**src/rtl/alu_pkg.sv**
```systemverilog
// Shared types for the ALU core: opcode and operand-B select encodings,
// plus the two-state sequencing FSM.
package alu_pkg;

  localparam int OP_WIDTH   = 4;
  localparam int MOVI_WIDTH = 2;

  typedef enum logic [OP_WIDTH-1:0] {
    OP_ADD  = 4'd0,
    OP_SUB  = 4'd1,
    OP_MULT = 4'd2,
    OP_SHR  = 4'd3,
    OP_SHL  = 4'd4,
    OP_ROR  = 4'd5,
    OP_ROL  = 4'd6,
    OP_NOT  = 4'd7,
    OP_AND  = 4'd8,
    OP_OR   = 4'd9,
    OP_XOR  = 4'd10,
    OP_NAND = 4'd11,
    OP_NOR  = 4'd12,
    OP_XNOR = 4'd13,
    OP_INC  = 4'd14,
    OP_DEC  = 4'd15
  } alu_op_t;

  typedef enum logic [MOVI_WIDTH-1:0] {
    MOVI_REG_B = 2'd0,
    MOVI_MEM   = 2'd1,
    MOVI_IMM   = 2'd2,
    MOVI_ZERO  = 2'd3
  } alu_movi_t;

  typedef enum logic {
    IDLE = 1'b0,
    MUL  = 1'b1
  } alu_state_t;

endpackage

```
**src/rtl/alu_mult.sv**
```systemverilog
// Sequential shift-add multiplier: operands loaded on START, one partial
// product per edge, DONE/PRODUCT valid combinationally during the last iteration.
module alu_mult #(
  parameter int DATA_WIDTH = 8
) (
  input  logic                      CLK,
  input  logic                      RST,
  input  logic                      START,
  input  logic [DATA_WIDTH-1:0]     A,
  input  logic [DATA_WIDTH-1:0]     B,
  output logic                      DONE,
  output logic [2*DATA_WIDTH-1:0]   PRODUCT
);

  localparam logic [DATA_WIDTH-1:0] CNT_LAST = DATA_WIDTH'(DATA_WIDTH - 1);
  localparam logic [DATA_WIDTH-1:0] CNT_ONE  = DATA_WIDTH'(1);

  logic [2*DATA_WIDTH-1:0] mcand_q;
  logic [2*DATA_WIDTH-1:0] acc_q;
  logic [2*DATA_WIDTH-1:0] acc_d;
  logic [DATA_WIDTH-1:0]   mplier_q;
  logic [DATA_WIDTH-1:0]   cnt_q;
  logic                    busy_q;

  always_comb begin
    acc_d = acc_q;
    if (mplier_q[0]) begin
      acc_d = acc_q + mcand_q;
    end
  end

  // PRODUCT is the accumulator after the iteration in flight, so the
  // consumer can register it on the same edge that finishes the multiply.
  assign DONE    = busy_q && (cnt_q == CNT_LAST);
  assign PRODUCT = acc_d;

  always_ff @(posedge CLK) begin
    if (RST) begin
      mcand_q  <= '0;
      acc_q    <= '0;
      mplier_q <= '0;
      cnt_q    <= '0;
      busy_q   <= 1'b0;
    end else if (START) begin
      mcand_q  <= {{DATA_WIDTH{1'b0}}, A};
      acc_q    <= '0;
      mplier_q <= B;
      cnt_q    <= '0;
      busy_q   <= 1'b1;
    end else if (busy_q) begin
      acc_q    <= acc_d;
      mcand_q  <= mcand_q << 1;
      mplier_q <= mplier_q >> 1;
      cnt_q    <= cnt_q + CNT_ONE;
      if (DONE) begin
        busy_q <= 1'b0;
      end
    end
  end

endmodule

```
**src/rtl/alu_core.sv**
```systemverilog
// ALU core: operand-B mux, single-cycle op logic, IDLE/MUL sequencing FSM
// and registered result/valid/ready outputs.
module alu_core
  import alu_pkg::*;
#(
  parameter int DATA_WIDTH = 8
) (
  input  logic                      CLK,
  input  logic                      RST,
  input  logic                      ACT,
  input  logic [OP_WIDTH-1:0]       OP,
  input  logic [MOVI_WIDTH-1:0]     MOVI,
  input  logic [DATA_WIDTH-1:0]     REG_A,
  input  logic [DATA_WIDTH-1:0]     REG_B,
  input  logic [DATA_WIDTH-1:0]     MEM,
  input  logic [DATA_WIDTH-1:0]     IMM,
  output logic                      ALU_RDY,
  output logic [2*DATA_WIDTH-1:0]   EX_ALU,
  output logic                      EX_ALU_VLD
);

  localparam int N = DATA_WIDTH;
  localparam logic [N:0] ONE_EXT = (N+1)'(1);

  alu_state_t      state_q;
  logic            rdy_q;
  logic            vld_q;
  logic [2*N-1:0]  ex_alu_q;

  alu_op_t         op_c;
  logic [N-1:0]    b_c;
  logic [N:0]      res_c;
  logic            accept_c;
  logic            mult_start_c;
  logic            mult_done_c;
  logic [2*N-1:0]  mult_product_c;

  assign op_c         = alu_op_t'(OP);
  assign accept_c     = ACT && rdy_q;
  assign mult_start_c = accept_c && (state_q == IDLE) && (op_c == OP_MULT);

  always_comb begin
    b_c = '0;
    case (alu_movi_t'(MOVI))
      MOVI_REG_B: b_c = REG_B;
      MOVI_MEM:   b_c = MEM;
      MOVI_IMM:   b_c = IMM;
      MOVI_ZERO:  b_c = '0;
      default:    b_c = '0;
    endcase
  end

  // Arithmetic ops keep N+1 bits so carry/borrow land in bit N.
  always_comb begin
    res_c = '0;
    case (op_c)
      OP_ADD:  res_c = {1'b0, REG_A} + {1'b0, b_c};
      OP_SUB:  res_c = {1'b0, REG_A} - {1'b0, b_c};
      OP_SHR:  res_c = {1'b0, REG_A >> 1};
      OP_SHL:  res_c = {REG_A, 1'b0};
      OP_ROR:  res_c = {1'b0, REG_A[0], REG_A[N-1:1]};
      OP_ROL:  res_c = {1'b0, REG_A[N-2:0], REG_A[N-1]};
      OP_NOT:  res_c = {1'b0, ~REG_A};
      OP_AND:  res_c = {1'b0, REG_A & b_c};
      OP_OR:   res_c = {1'b0, REG_A | b_c};
      OP_XOR:  res_c = {1'b0, REG_A ^ b_c};
      OP_NAND: res_c = {1'b0, ~(REG_A & b_c)};
      OP_NOR:  res_c = {1'b0, ~(REG_A | b_c)};
      OP_XNOR: res_c = {1'b0, ~(REG_A ^ b_c)};
      OP_INC:  res_c = {1'b0, REG_A} + ONE_EXT;
      OP_DEC:  res_c = {1'b0, REG_A} - ONE_EXT;
      default: res_c = '0;
    endcase
  end

  alu_mult #(
    .DATA_WIDTH (N)
  ) u_mult (
    .CLK     (CLK),
    .RST     (RST),
    .START   (mult_start_c),
    .A       (REG_A),
    .B       (b_c),
    .DONE    (mult_done_c),
    .PRODUCT (mult_product_c)
  );

  // Ready drops on the MULT accept edge and returns with the product.
  always_ff @(posedge CLK) begin
    if (RST) begin
      state_q  <= IDLE;
      rdy_q    <= 1'b0;
      vld_q    <= 1'b0;
      ex_alu_q <= '0;
    end else begin
      vld_q <= 1'b0;
      case (state_q)
        IDLE: begin
          rdy_q <= 1'b1;
          if (accept_c) begin
            if (op_c == OP_MULT) begin
              state_q <= MUL;
              rdy_q   <= 1'b0;
            end else begin
              ex_alu_q <= {{(N-1){1'b0}}, res_c};
              vld_q    <= 1'b1;
            end
          end
        end
        MUL: begin
          if (mult_done_c) begin
            ex_alu_q <= mult_product_c;
            vld_q    <= 1'b1;
            rdy_q    <= 1'b1;
            state_q  <= IDLE;
          end
        end
        default: begin
          state_q <= IDLE;
          rdy_q   <= 1'b0;
        end
      endcase
    end
  end

  assign ALU_RDY    = rdy_q;
  assign EX_ALU     = ex_alu_q;
  assign EX_ALU_VLD = vld_q;

endmodule

```
**config.mk**
```make
export PLATFORM = sky130hd
export DESIGN_NAME = alu_core
export DESIGN_NICKNAME = d
export VERILOG_FILES = /design/src/rtl/alu_pkg.sv /design/src/rtl/alu_mult.sv /design/src/rtl/alu_core.sv
export SDC_FILE = /design/constraint.sdc
export NUM_CORES = 1
export LEC_CHECK = 0
export CAP_MARGIN = 30
export CELL_PAD_IN_SITES_DETAIL_PLACEMENT = 2
export CELL_PAD_IN_SITES_GLOBAL_PLACEMENT = 2
export CORE_UTILIZATION = 39
export DETAILED_ROUTE_END_ITERATION = 8
export DONT_BUFFER_PORTS = 1
export PLACE_DENSITY = 0.94
export SLEW_MARGIN = 25
export SYNTH_ARGS = -nofsm -noshare
export SYNTH_HDL_FRONTEND = slang
export SYNTH_HIERARCHICAL = 1
export SYNTH_SLANG_ARGS = --single-unit
```
**constraint.sdc**
```tcl
create_clock -name CLK -period 6.37 [get_ports CLK]
set_clock_uncertainty 0.1 [all_clocks]
set_input_delay 1.911 -clock CLK [delete_from_list [all_inputs] [get_ports CLK]]
set_output_delay 1.911 -clock CLK [all_outputs]
set_load 0.005 [all_outputs]
```
==> results.json <==
{
  "initial_core_util_pct": 40.5,
  "synth_cell_types": 80,
  "min_period_ns": 5.79,
  "postCtsResizedCells": 0,
  "antenna_found_initial": 0,
  "syn2layout_area_growth_pct": 6.64,
  "clock_latency_ns": 0.35,
  "vias_per_cell": 6.82,
  "crit_chain": "nor2b_2, o2bb2ai_1, inv_1, ha_1, or3_2, a21oi_1, a221oi_1, ha_1, xor2_1, nor2_1, a2111oi_0, a221oi_1, a21o_1, a211oi_1",
  "p_leak_nw": 2.36,
  "vdd_ir_drop_max_uv": 201,
  "hold_viol_final": 0,
  "cp_slowest_stage_delay_ns": 0.57,
  "synth-edff-count": 0,
  "die_h_um": 123,
  "relSlewSlack_pct": 45.9,
  "root_buffer": "clkbuf_16",
  "ys_seq_area_share_pct": 23.9,
  "ios": 59,
  "synthFlopType": "dfxtp_1",
  "clkTransAtPathRegs_ns": 0.06,
  "wire_per_inst_um": 28.0,
  "tightest_slew_ns": 0.806,
  "dpl.hpwl_mm": 17.3,
  "layout-drive-gt1-share_pct": 9.06,
  "syn_nets": 803,
  "grt_max_degree": 41,
  "antenna_cells": 0,
  "netlist_instances": 719,
  "grt_pass1_vias": 6334,
  "cts_tree": "done",
  "final.period_utilization_pct": 90.9,
  "required_ns": 6.51,
  "initialDrtViolationCount": 493,
  "slowest_stage": "a2111oi_0",
  "fmax_ghz": 0.173,
  "cts_htree_levels": 3,
  "firstDrtPassIters": 5,
  "cts_sinks": 68,
  "final_antenna_net_count": 0,
  "syn_avg_cell_area_um2": 7.91,
  "wl_mm": 24.5,
  "yosysWarnings": 6,
  "drc_errors": 0,
  "die_area_um2": 15100,
  "crit_type": "in2reg",
  "clockBufferDepth": 2,
  "setup_tns_ns": 0,
  "final_util_pct": 43.2,
  "maxCapViolCount": 0,
  "critPathLaunchType": "input pin",
  "io_buffers": 0,
  "numCtsBuffers": 9,
  "post_cts_buffers": 0,
  "async_flop_share_pct": 0,
  "synth_seq_cells": 68,
  "place_congestion": 0.887,
  "critPathMaxFanout": 11,
  "p_per_area_nw_per_um2": 207,
  "syn_area_um2": 5690,
  "gr-usage-all-layers_pct": 32.5,
  "postCtsHoldBufs": 0,
  "grt-ovfl-total": 0,
  "grt_pass1_wl_mm": 36.2,
  "worstSetupEndpointType": "register",
  "fp.dieW_um": 123,
  "final_max_slew_viol_count": 0,
  "hold_class": "reg2reg",
  "rsz0062_at_grt": "false",
  "rows": 43,
  "status": "completed",
  "core_um2": 14000,
  "nNetsFinal": 776,
  "worst-endpoint-arrival_ns": 5.93,
  "num_vias": 5971,
  "setup_violations": 0
}
[synth_stat cells (5+ instances only)]
| library cell | count | share of area, % |
|---|---|---|
| o22ai_1 | 7 | 0.77 |
| inv_1 | 24 | 1.6 |
| a21oi_1 | 53 | 4.7 |
| nand2b_1 | 11 | 1.2 |
| a22oi_1 | 12 | 1.6 |
| a31oi_1 | 6 | 0.66 |
| nor2b_1 | 11 | 1.2 |
| nand2_1 | 55 | 3.6 |
| a221oi_1 | 8 | 1.2 |
| xor2_1 | 11 | 1.7 |
| clkbuf_1 | 22 | 1.5 |
| nor3_1 | 20 | 1.8 |
| dfxtp_1 | 68 | 24 |
| a211oi_1 | 12 | 1.6 |
| mux2i_1 | 44 | 7.7 |
| o31ai_1 | 5 | 0.66 |
| ha_1 | 41 | 9.0 |
| nand3b_1 | 6 | 0.79 |
| buf_2 | 13 | 1.1 |
| xnor2_1 | 10 | 1.5 |
| or2_2 | 6 | 0.66 |
| mux2_2 | 11 | 2.2 |
| a21o_1 | 11 | 1.5 |
| nand3_1 | 13 | 1.1 |
| o21ai_0 | 35 | 3.1 |
| o21a_1 | 5 | 0.66 |
| and2_1 | 5 | 0.55 |
| nor2_1 | 97 | 6.4 |
[registers in the layout, indices dropped and copies added (netlist names)]
register	count
u_mult/mcand_q	16
state_q	1
u_mult/cnt_q	8
u_mult/acc_q	16
ALU_RDY	1
EX_ALU	16
u_mult/mplier_q	8
u_mult/busy_q	1
EX_ALU_VLD	1
[where the power goes]
part	total (mW)	leakage, nW	switching (mW)	internal, mW
Sequential	0.441	0.550	0.00897	0.432
Clock	0.543	0.149	0.194	0.350
Combinational	0.274	1.66	0.173	0.101
[placed cells by master (no fill, tap or decap), types with 5 or more instances in the layout]
cell       instances
a211oi_1          12
a21o_1            11
a21oi_1           53
a221oi_1           8
a22oi_1           12
a31oi_1            6
and2_1             5
clkbuf_16          9
dfxtp_1           67
ha_1              41
inv_1             24
mux2_2            11
mux2i_1           44
nand2_1           55
nand2b_1          11
nand3_1           13
nand3b_1           6
nor2_1            96
nor2b_1           11
nor3_1            20
o21a_1             5
o21ai_0           35
o22ai_1            7
o31ai_1            5
or2_2              6
xnor2_1           10
xor2_1            11
[through the flow]
step | instance area, µm² | std cells | worst slack (ns) | power, mW | hold WS [ns]
2_1_floorplan | 5690 | 719 | 1.21 | 0.644 | 0.346
3_3_place_gp | 5720 | 858 | 0.902 | 0.678 | 0.361
3_5_place_dp | 5740 | 859 | 0.450 | 0.704 | 0.376
4_1_cts | 6040 | 873 | 0.718 | 1.25 | 0.384
5_1_grt | 6060 | 875 | 0.473 | 1.29 | 0.397
6_report | 6060 | 875 | 0.577 | 1.26 | 0.388
[area by class of cell]
cell class,instances,area [µm²]
well taps,180,225
clock inverters,2,60.1
repair buffers,5,52.6
fillers,1562,7980
clock buffers,12,246
inverters,27,101
flip-flops and latches,68,1360
multi-input cells,581,4020
[kinds of logic (layout without fill, tap and decap cells)]
logic type / after synthesis / in the layout / synth area share, %
AOI/OAI and AO/OA: 212 / 212 / 26.4
xor gates and xnor gates: 21 / 21 / 3.23
and+or+nand+nor: 249 / 249 / 21.1
adders and majority gates: 43 / 43 / 9.72
DFF: 68 / 68 / 23.9
muxes: 56 / 56 / 10.2
buffers and inverters: 70 / 46 / 5.48
[routing by layer]
metal / GRT usage (%) / up-vias / wire [µm]
met5: 0 / - / 0
met4: 19.4 / 0 / 1130
met3: 6.51 / 83 / 1380
met2: 56.6 / 261 / 12300
met1: 36.4 / 3057 / 9720
li1: - / 2570 / -
[worst paths after layout]
kind / from / to / slack, ns / cells past startpoint
max: MOVI[1] / EX_ALU[2] / 0.58 / 14
min: u_mult/acc_q[13] / u_mult/acc_q[13] / 0.39 / 2
max reg2reg: u_mult/cnt_q[0] / EX_ALU[5] / 3.17 / 10
min reg2reg: u_mult/acc_q[13] / u_mult/acc_q[13] / 0.39 / 2
[worst max-delay path: cells and delay by family]
kind / cells / cell delay, ns
xor gates and xnor gates: 1 / 0.29
and+or+nand+nor: 3 / 1.04
adders and majority gates: 2 / 0.75
AOI/OAI and AO/OA: 7 / 1.75
buffers and inverters: 1 / 0.19
No activity file was read; power rests on OpenSTA's default activity.
